[config.mk]
export PLATFORM = sky130hd
export DESIGN_NAME = axi_lite_reg_slave
export DESIGN_NICKNAME = d
export VERILOG_FILES = /design/src/rtl/axi_lite_pkg.sv /design/src/rtl/axi_lite_regfile.sv /design/src/rtl/axi_lite_reg_slave.sv
export SDC_FILE = /design/constraint.sdc
export NUM_CORES = 1
export LEC_CHECK = 0
export ABC_CLOCK_PERIOD_IN_PS = 4300
export BUFFER_PORTS_ARGS = -buffer_cell sky130_fd_sc_hd__buf_4
export CORE_MARGIN = 2
export CORE_UTILIZATION = 58
export DETAILED_ROUTE_END_ITERATION = 7
export HOLD_SLACK_MARGIN = 0.02
export PLACE_DENSITY = 0.78
export SYNTH_ARGS = -nofsm -noshare
export SYNTH_HDL_FRONTEND = slang
export SYNTH_HIERARCHICAL = 1
export SYNTH_SLANG_ARGS = --single-unit
[constraint.sdc]
create_clock -name s_axi_aclk -period 4.3 [get_ports s_axi_aclk]
set_clock_uncertainty 0.05 [all_clocks]
set_input_delay 1.075 -clock s_axi_aclk [delete_from_list [all_inputs] [get_ports s_axi_aclk]]
set_output_delay 1.075 -clock s_axi_aclk [all_outputs]
set_load 0.1 [all_outputs]
[src/rtl/axi_lite_pkg.sv]
// axi_lite_pkg: shared response codes, register offsets and FSM state types
package axi_lite_pkg;
  localparam logic [1:0] RESP_OKAY = 2'b00;
  localparam logic [1:0] RESP_SLVERR = 2'b10;
  localparam logic [3:0] OFF_CTRL = 4'h0;
  localparam logic [3:0] OFF_DATA = 4'h4;
  localparam logic [3:0] OFF_STATUS = 4'h8;
  localparam logic [3:0] OFF_ID = 4'hC;
  typedef enum logic {W_IDLE, W_RESP} w_state_e;
  typedef enum logic {R_IDLE, R_DATA} r_state_e;
endpackage

[src/rtl/axi_lite_regfile.sv]
// axi_lite_regfile: register storage, strobe merge, counters, decode and read mux
module axi_lite_regfile
  import axi_lite_pkg::*;
#(
  parameter int ADDR_WIDTH = 8,
  parameter logic [ADDR_WIDTH-1:0] BASE_ADDR = '0,
  parameter logic [31:0] ID_VALUE = 32'hA11E_0001
) (
  input  logic                  clk,
  input  logic                  rst,
  input  logic                  wr_en,
  input  logic [ADDR_WIDTH-1:0] wr_addr,
  input  logic [31:0]           wr_data,
  input  logic [3:0]            wr_strb,
  output logic [1:0]            wr_resp,
  input  logic                  rd_en,
  input  logic [ADDR_WIDTH-1:0] rd_addr,
  output logic [31:0]           rd_data,
  output logic [1:0]            rd_resp
);
  logic [31:0] ctrl_q, ctrl_d, data_q, data_d;
  logic [15:0] wr_ok_q, wr_ok_d, err_q, err_d;
  logic wr_err, rd_err;
  logic [1:0] err_inc;
  logic [16:0] err_sum;
  function automatic logic [31:0] merge(input logic [31:0] o, input logic [31:0] n, input logic [3:0] s);
    for (int i = 0; i < 4; i++) merge[8*i+:8] = s[i] ? n[8*i+:8] : o[8*i+:8];
  endfunction
  always_comb begin
    wr_err = wr_addr[ADDR_WIDTH-1:4] != BASE_ADDR[ADDR_WIDTH-1:4] || wr_addr[1:0] != 2'b00 || wr_addr[3];
    rd_err = rd_addr[ADDR_WIDTH-1:4] != BASE_ADDR[ADDR_WIDTH-1:4] || rd_addr[1:0] != 2'b00;
    wr_resp = wr_err ? RESP_SLVERR : RESP_OKAY;
    rd_resp = rd_err ? RESP_SLVERR : RESP_OKAY;
    rd_data = rd_err ? '0 :
              rd_addr[3:0] == OFF_CTRL   ? ctrl_q :
              rd_addr[3:0] == OFF_DATA   ? data_q :
              rd_addr[3:0] == OFF_STATUS ? {err_q, wr_ok_q} : ID_VALUE;
    ctrl_d = (wr_en && !wr_err && wr_addr[3:0] == OFF_CTRL) ? merge(ctrl_q, wr_data, wr_strb) : ctrl_q;
    data_d = (wr_en && !wr_err && wr_addr[3:0] == OFF_DATA) ? merge(data_q, wr_data, wr_strb) : data_q;
    wr_ok_d = wr_ok_q + 16'(wr_en && !wr_err);
    err_inc = 2'(wr_en && wr_err) + 2'(rd_en && rd_err);
    err_sum = {1'b0, err_q} + 17'(err_inc);
    err_d = err_sum[16] ? 16'hFFFF : err_sum[15:0];
  end
  always_ff @(posedge clk) begin
    if (rst) begin
      ctrl_q <= '0;
      data_q <= '0;
      wr_ok_q <= '0;
      err_q <= '0;
    end else begin
      ctrl_q <= ctrl_d;
      data_q <= data_d;
      wr_ok_q <= wr_ok_d;
      err_q <= err_d;
    end
  end
endmodule

[src/rtl/axi_lite_reg_slave.sv]
// axi_lite_reg_slave: AXI4-Lite responder with independent write and read handshake FSMs
module axi_lite_reg_slave
  import axi_lite_pkg::*;
#(
  parameter int DATA_WIDTH = 32,
  parameter int ADDR_WIDTH = 8,
  parameter int RESP_WIDTH = 3,
  parameter logic [ADDR_WIDTH-1:0] BASE_ADDR = '0,
  parameter logic [31:0] ID_VALUE = 32'hA11E_0001
) (
  input  logic                    s_axi_aclk,
  input  logic                    s_axi_areset,
  input  logic [ADDR_WIDTH-1:0]   s_axi_awaddr,
  input  logic                    s_axi_awvalid,
  output logic                    s_axi_awready,
  input  logic [DATA_WIDTH-1:0]   s_axi_wdata,
  input  logic [DATA_WIDTH/8-1:0] s_axi_wstrb,
  input  logic                    s_axi_wvalid,
  output logic                    s_axi_wready,
  output logic [RESP_WIDTH-1:0]   s_axi_bresp,
  output logic                    s_axi_bvalid,
  input  logic                    s_axi_bready,
  input  logic [ADDR_WIDTH-1:0]   s_axi_araddr,
  input  logic                    s_axi_arvalid,
  output logic                    s_axi_arready,
  output logic [DATA_WIDTH-1:0]   s_axi_rdata,
  output logic [RESP_WIDTH-1:0]   s_axi_rresp,
  output logic                    s_axi_rvalid,
  input  logic                    s_axi_rready
);
  w_state_e w_state_q, w_state_d;
  r_state_e r_state_q, r_state_d;
  logic awready_q, awready_d, wready_q, wready_d, aw_held_q, aw_held_d, w_held_q, w_held_d;
  logic bvalid_q, bvalid_d, arready_q, arready_d, rvalid_q, rvalid_d;
  logic [ADDR_WIDTH-1:0] awaddr_q, awaddr_d;
  logic [DATA_WIDTH-1:0] wdata_q, wdata_d, rdata_q, rdata_d;
  logic [DATA_WIDTH/8-1:0] wstrb_q, wstrb_d;
  logic [RESP_WIDTH-1:0] bresp_q, bresp_d, rresp_q, rresp_d;
  logic aw_hs, w_hs, ar_hs, commit;
  logic [ADDR_WIDTH-1:0] wr_addr;
  logic [DATA_WIDTH-1:0] wr_data, rd_data;
  logic [DATA_WIDTH/8-1:0] wr_strb;
  logic [1:0] wr_resp, rd_resp;
  axi_lite_regfile #(.ADDR_WIDTH(ADDR_WIDTH), .BASE_ADDR(BASE_ADDR), .ID_VALUE(ID_VALUE)) u_rf (
    .clk(s_axi_aclk), .rst(s_axi_areset),
    .wr_en(commit), .wr_addr(wr_addr), .wr_data(wr_data), .wr_strb(wr_strb), .wr_resp(wr_resp),
    .rd_en(ar_hs), .rd_addr(s_axi_araddr), .rd_data(rd_data), .rd_resp(rd_resp)
  );
  always_comb begin
    aw_hs = s_axi_awvalid && awready_q;
    w_hs = s_axi_wvalid && wready_q;
    wr_addr = aw_held_q ? awaddr_q : s_axi_awaddr;
    wr_data = w_held_q ? wdata_q : s_axi_wdata;
    wr_strb = w_held_q ? wstrb_q : s_axi_wstrb;
    commit = w_state_q == W_IDLE && (aw_held_q || aw_hs) && (w_held_q || w_hs);
    awaddr_d = aw_hs ? s_axi_awaddr : awaddr_q;
    wdata_d = w_hs ? s_axi_wdata : wdata_q;
    wstrb_d = w_hs ? s_axi_wstrb : wstrb_q;
    aw_held_d = !commit && (aw_held_q || aw_hs);
    w_held_d = !commit && (w_held_q || w_hs);
    w_state_d = commit ? W_RESP : (w_state_q == W_RESP && s_axi_bready) ? W_IDLE : w_state_q;
    bvalid_d = commit || (bvalid_q && !s_axi_bready);
    bresp_d = commit ? RESP_WIDTH'(wr_resp) : bresp_q;
    awready_d = w_state_d == W_IDLE && !aw_held_d;
    wready_d = w_state_d == W_IDLE && !w_held_d;
    ar_hs = s_axi_arvalid && arready_q;
    r_state_d = ar_hs ? R_DATA : (r_state_q == R_DATA && s_axi_rready) ? R_IDLE : r_state_q;
    rvalid_d = ar_hs || (rvalid_q && !s_axi_rready);
    rdata_d = ar_hs ? rd_data : rdata_q;
    rresp_d = ar_hs ? RESP_WIDTH'(rd_resp) : rresp_q;
    arready_d = r_state_d == R_IDLE;
  end
  always_ff @(posedge s_axi_aclk) begin
    if (s_axi_areset) begin
      w_state_q <= W_IDLE;
      r_state_q <= R_IDLE;
      awready_q <= 1'b0;
      wready_q <= 1'b0;
      aw_held_q <= 1'b0;
      w_held_q <= 1'b0;
      bvalid_q <= 1'b0;
      arready_q <= 1'b0;
      rvalid_q <= 1'b0;
      awaddr_q <= '0;
      wdata_q <= '0;
      wstrb_q <= '0;
      bresp_q <= '0;
      rdata_q <= '0;
      rresp_q <= '0;
    end else begin
      w_state_q <= w_state_d;
      r_state_q <= r_state_d;
      awready_q <= awready_d;
      wready_q <= wready_d;
      aw_held_q <= aw_held_d;
      w_held_q <= w_held_d;
      bvalid_q <= bvalid_d;
      arready_q <= arready_d;
      rvalid_q <= rvalid_d;
      awaddr_q <= awaddr_d;
      wdata_q <= wdata_d;
      wstrb_q <= wstrb_d;
      bresp_q <= bresp_d;
      rdata_q <= rdata_d;
      rresp_q <= rresp_d;
    end
  end
  assign s_axi_awready = awready_q;
  assign s_axi_wready = wready_q;
  assign s_axi_bvalid = bvalid_q;
  assign s_axi_bresp = bresp_q;
  assign s_axi_arready = arready_q;
  assign s_axi_rvalid = rvalid_q;
  assign s_axi_rdata = rdata_q;
  assign s_axi_rresp = rresp_q;
endmodule

Yosys cells after proc, flatten, opt, wreduce, memory -nomap -nowiden. Index checks and enable logic that the tools add are counted.

$add $sub $neg: 3. Equal/unequal tests: 3. Multiplexer cells: 14. Bitwise logic cells: 3. Reduce and logical (&&, ||, !) cells: 45.

Operators with widths (count): $mux W32 (5); $logic_and A1 B1 Y1 (18); $add A16 B2 Y17 (1); $add A16 B1 Y16 (1); $mux W16 (1); $reduce_and A2 Y1 (8); $eq A4 B3 Y1 const B (2); $logic_not A4 Y1 (2); $mux W8 (1); $reduce_bool A4 Y1 (2); $logic_or A1 B1 Y1 (7); $logic_not A1 Y1 (6); $eq A4 B4 Y1 const B (1); $mux W1 (4); $mux W2 (2); $mux W4 (1); $reduce_bool A2 Y1 (2); $not A1 Y1 (3); $add A1 B1 Y2 (1).

Register bits: 185. Bits of input ports: 59. Output and inout port bits: 43. Logic and storage cells: 93.

Depth between registers and ports, before layout.
Depth after elaboration: 8. Gate-level depth with buffers: 14. Depth with buffers taken out: 11.

Cells and area by module. Netlist, hierarchy kept.

Modules (own cells, without submodules): axi_lite_regfile (instances 1, cells an instance 535, area an instance 4699.5 µm², sequential area each 1921.8 µm²); axi_lite_reg_slave (instances 1, cells an instance 431, area an instance 3691.0 µm², sequential area each 1781.7 µm²).

Worst setup path before layout. OpenSTA, ideal clock, no wires.

Kind: input port to flip-flop. Start: in s_axi_awaddr[7]. End: reg u_rf.wr_ok_q[10]. Setup time: 0.059 ns. Arrival: 3.191 ns. Path slack: 0.999 ns. Stages: 10. Path buffers: 1. Cells stage by stage: mux2_2 > nor4_1 > buf_4 > and3_1 > ha_1 > ha_1 > and3_1 > nand3_1 > or4_1 > nand2_1.

Cells in the longest elaborated chain, start to end: 7.

RTL lines: start, declared (RTL line axi_lite_reg_slave.sv:13) `input logic [ADDR_WIDTH-1:0] s_axi_awaddr,`; $mux W8 (RTL line axi_lite_reg_slave.sv:52) `wr_addr = aw_held_q ? awaddr_q : s_axi_awaddr;`; $reduce_bool A4 Y1 (RTL line axi_lite_regfile.sv:30) `wr_err = wr_addr[ADDR_WIDTH-1:4] != BASE_ADDR[ADDR_WIDTH-1:4] || wr_addr[1:0] != 2'b00 || wr_addr[3];`; $logic_or A1 B1 Y1 (2 in series) (RTL line axi_lite_regfile.sv:30); $logic_not A1 Y1 (RTL line axi_lite_regfile.sv:40) `wr_ok_d = wr_ok_q + 16'(wr_en && !wr_err);`; $logic_and A1 B1 Y1 (RTL line axi_lite_regfile.sv:40); $add A16 B1 Y16 (RTL line axi_lite_regfile.sv:40); end signal, assigned (RTL line axi_lite_regfile.sv:54) `wr_ok_q <= wr_ok_d;`; end, declared (RTL line axi_lite_regfile.sv:22) `logic [15:0] wr_ok_q, wr_ok_d, err_q, err_d;`.

Every way passes these cells. A chain may end at the register's enable or synchronous reset.

Worst setup path after layout.
Start: in s_axi_awvalid. End: reg u_rf.err_q[13].

Cells in the longest elaborated chain, start to end: 8.

RTL lines: start, declared (RTL line axi_lite_reg_slave.sv:14) `input logic s_axi_awvalid,`; $logic_and A1 B1 Y1 (RTL line axi_lite_reg_slave.sv:50) `aw_hs = s_axi_awvalid && awready_q;`; $logic_or A1 B1 Y1 (RTL line axi_lite_reg_slave.sv:55) `commit = w_state_q == W_IDLE && (aw_held_q || aw_hs) && (w_held_q || w_hs);`; $logic_and A1 B1 Y1 (2 in series) (RTL line axi_lite_reg_slave.sv:55); named net commit (RTL line axi_lite_reg_slave.sv:39) `logic aw_hs, w_hs, ar_hs, commit;`; $logic_and A1 B1 Y1 (RTL line axi_lite_regfile.sv:41) `err_inc = 2'(wr_en && wr_err) + 2'(rd_en && rd_err);`; $add A1 B1 Y2 (RTL line axi_lite_regfile.sv:41); $add A16 B2 Y17 (RTL line axi_lite_regfile.sv:42) `err_sum = {1'b0, err_q} + 17'(err_inc);`; $mux W16 (RTL line axi_lite_regfile.sv:43) `err_d = err_sum[16] ? 16'hFFFF : err_sum[15:0];`; end signal, assigned (RTL line axi_lite_regfile.sv:55) `err_q <= err_d;`; end, declared (RTL line axi_lite_regfile.sv:22).

The timed path passes the listed nets, and every way through them passes these cells.

==> key figures <==
Outcome
  – Status: complete, no violations

Yosys
  – Largest family of logic cells by synthesized area: simple AND/OR/NAND/NOR gates
  – Adder-Cell Fraction of Synth Area: 0.00686
  – Synth area leaders: dfxtp_1, nand2_1, mux2i_1
  – Post-synth cell types: 54
  – Xor-xnor portion of the synthesized cell area: 0.0157
  – Proportion of synthesized area in mux cells: 0.140
  – Sequential share of the synthesized area: 0.441
  – Simple logic cell fraction of the synthesized area: 0.215
  – Flop and latch count out of synthesis: roughly 190
  – Top cell type's share of synthesized area: 0.441
  – Top cells by count, synth: nand2_1, dfxtp_1, a21oi_1
  – Main synth FF type: dfxtp_1
  – Number of flops mapped to enable cells by yosys: 0
  – Yosys warning count: 6
  – Post-synth ARST share: 0
  – Cell Area, Synth: roughly 8400 um^2
  – Post-Syn Instances: between 900 and 1000
  – Leading area contributor after synthesis: dfxtp_1
  – Count leader, synth: nand2_1
  – Avg Inst Size Synth: 8.69 um^2
  – Compound-Gate Fraction of Synth Area: 0.127

Clocking
  – Post-CTS sizing: 0
  – CTS Buffer Depth: 2
  – Clk sink count: ~190
  – CTS tree: done
  – Clk slew on worst S/H paths: 0.07 ns
  – Worst-Skew Late Latency: 0.43 ns
  – Num CTS Buffers: 17
  – CTS root buf: clkbuf_16
  – H-tree depth: 4
  – # hold bufs at CTS: 0
  – Post-CTS Setup Repair Bufs: 0

Routing
  – Wire per inst: 16.6 um
  – Via count: between 7000 and 8000
  – DR pass1 iterations: 5
  – Initial DRC count: 520
  – # DRC: 0
  – Final wirelength: around 20000 um
  – Post-DRT Antenna Nets: 0
  – Via/cell ratio: 5.73

Worst setup path
  – Reg2reg setup slack: 1.01 ns
  – Critical path endpoint category: register
  – CP max stage cell: fa_1
  – Worst r2r src: aw_held_q
  – Setup CP Type: primary input to register
  – Crit-path max cell delay: 0.44 ns
  – Arrival time at the worst endpoint: roughly 3.7 ns
  – Critical Path RT: 4.60 ns
  – CP startpoint kind: primary input
  – R2r endpoint: u_rf/err_q[13]
  – CP cell instances: buf_4, a21oi_4, nor3_4, nand2_1, fa_1, inv_1, ha_1, nand4_1, nor4_2, nand3_2, a21oi_1
  – Cells on worst reg2reg path: 12
  – Worst-path fanout max: 13

Die
  – Core Region: between 10000 and 15000 um^2
  – Die span in y: approximately 120 um
  – # rows: between 40 and 50
  – Die area: 15400 um^2
  – Die width: 124 um
  – Io pins: 102
  – Starting Density: 0.600

Placement
  – # port buffers: 99
  – Post-placement cell area: ~9100 um^2
  – HPWL Detailed: 13800 um
  – RD Place Congestion: 0.870

Cells and area
  – Fin nets: about 1100
  – Area Overhead vs Synth: 15.4%
  – Final Core Density: 0.692
  – Fin area: 9680 um^2
  – Antenna cells: 0
  – Fill count: between 1000 and 1500
  – Share of post-route cells with drive strength above 1: 0.211

STA
  – Max-slew violations: 0
  – Hold Violations, Final: 0
  – Crit share post-route: 0.787
  – Unrepaired setup endpoints after global routing: false
  – Count of final setup violators: 0
  – Fmax: 295 MHz
  – Slew @ Worst Pin: 0.901 ns
  – Max_slew headroom: 0.399
  – Fin crit period: 3.39 ns
  – Setup_tns: 0 ns

Power
  – Leakage: 4.12 nW
  – Max rail drop VDD: around 0.00028 V
  – Power per Cell Area: 385 nW/um^2
  – Total power: 3.73 mW

GRT
  – First-pass GRT wire length: roughly 33000 um
  – Pin count of the biggest net entering global routing: 90
  – Total grt overflow: 0
  – Initial antenna violation count: 0
  – Vias in the first global route: about 6700
  – All-Layer GR Usage: 0.264

Min path
  – HP Start: awaddr_q[2]
  – Worst Hold Endpoint: awaddr_q[2]
  – Hold Crit Depth: 2
  – Worst min path class: register to register

Job
  – Max-Cap Viols: 0
## registers in the layout, summed over array words and instances (netlist names)
name	flops
s_axi_rresp	2
s_axi_bvalid	1
u_rf/ctrl_q	32
s_axi_awready	1
s_axi_arready	1
w_state_q	1
s_axi_rvalid	1
wstrb_q	4
wdata_q	32
u_rf/err_q	16
awaddr_q	8
w_held_q	1
s_axi_wready	1
s_axi_rdata	32
u_rf/wr_ok_q	16
s_axi_bresp	2
aw_held_q	1
r_state_q	1
u_rf/data_q	32
## layout by cell type (no fill, tap or decap), drive strengths merged
cell / instances
nand2: 204
dfxtp: 185
a21oi: 113
buf: 112
nor2: 108
mux2i: 66
mux2: 46
o21ai: 25
clkbuf: 22
a211oi: 19
nand4: 18
nand3: 17
nor2b: 8
xor2: 8
nand2b: 7
xnor2: 7
inv: 7
nor4: 7
nor3: 7
a2bb2oi: 6
o221ai: 6
or3: 5
conb: 4
clkinvlp: 4
and3: 4
clkinv: 4
and2: 3
nor3b: 3
bufinv: 3
a31o: 3
ha: 3
o21ba: 2
and4: 2
or4: 1
and3b: 1
nand4b: 1
a311oi: 1
and4b: 1
a41o: 1
fa: 1
## cells by family after synthesis
| kind of cell | count (synthesis) |
|---|---|
| flip-flops | 185 |
| buffers and inverters | 75 |
| AND/OR/NAND/NOR | 397 |
| adder cells (fa/ha/maj) | 4 |
| other | 2 |
| multiplexers | 112 |
| XOR/XNOR | 15 |
| AO/OA/AOI/OAI | 176 |
## where the power goes
part	internal [mW]	total [mW]	switching, mW
clock network	0.947	1.60	0.652
registers	1.75	1.77	0.0224
logic	0.129	0.364	0.235
## cell type report
cell class	instances	area, um^2	area share
clock buffer	22	464	0.0479
clock inverter	10	143	0.0147
inverter	8	30.0	0.00310
multi-input combinational	708	4270	0.440
sequential	185	3700	0.382
tap	180	225	0.0233
timing repair buffer	112	853	0.0881
## worst max path at each step
stage / start / end / slack (ns) / cells after the start
floorplan: s_axi_awaddr[7] / u_rf/wr_ok_q[10] / 1.0 / 10
global route: s_axi_awvalid / u_rf/err_q[2] / 0.68 / 11
global placement: s_axi_awvalid / u_rf/err_q[1] / 0.60 / 11
detailed placement: s_axi_awvalid / u_rf/err_q[0] / 0.49 / 11
finish: s_axi_awvalid / u_rf/err_q[13] / 0.91 / 11
CTS: s_axi_awvalid / u_rf/err_q[0] / 0.94 / 11
## metal layers
layer  vias up  wire [um]  track usage
li1       3427          -            -
met1      3384       8600        0.315
met2       170      10500        0.470
met3        36        732       0.0430
met4         0        586        0.110
met5         -          0            0
## critical path, delay by kind of cell
| kind | cells | cell delay [ns] |
|---|---|---|
| fa+ha+maj | 2 | 0.67 |
| simple gates | 5 | 1.35 |
| compound gates | 2 | 0.33 |
| buf+inv | 2 | 0.26 |
## metrics by stage
step / hold WS, ns / setup WS (ns) / cells
6_report: 0.402 / 0.914 / 1225
5_1_grt: 0.426 / 0.677 / 1225
4_1_cts: 0.405 / 0.943 / 1225
3_5_place_dp: 0.395 / 0.488 / 1193
3_3_place_gp: 0.388 / 0.600 / 1193
2_1_floorplan: 0.383 / 0.999 / 968
Power figures use the tool's default switching activity.
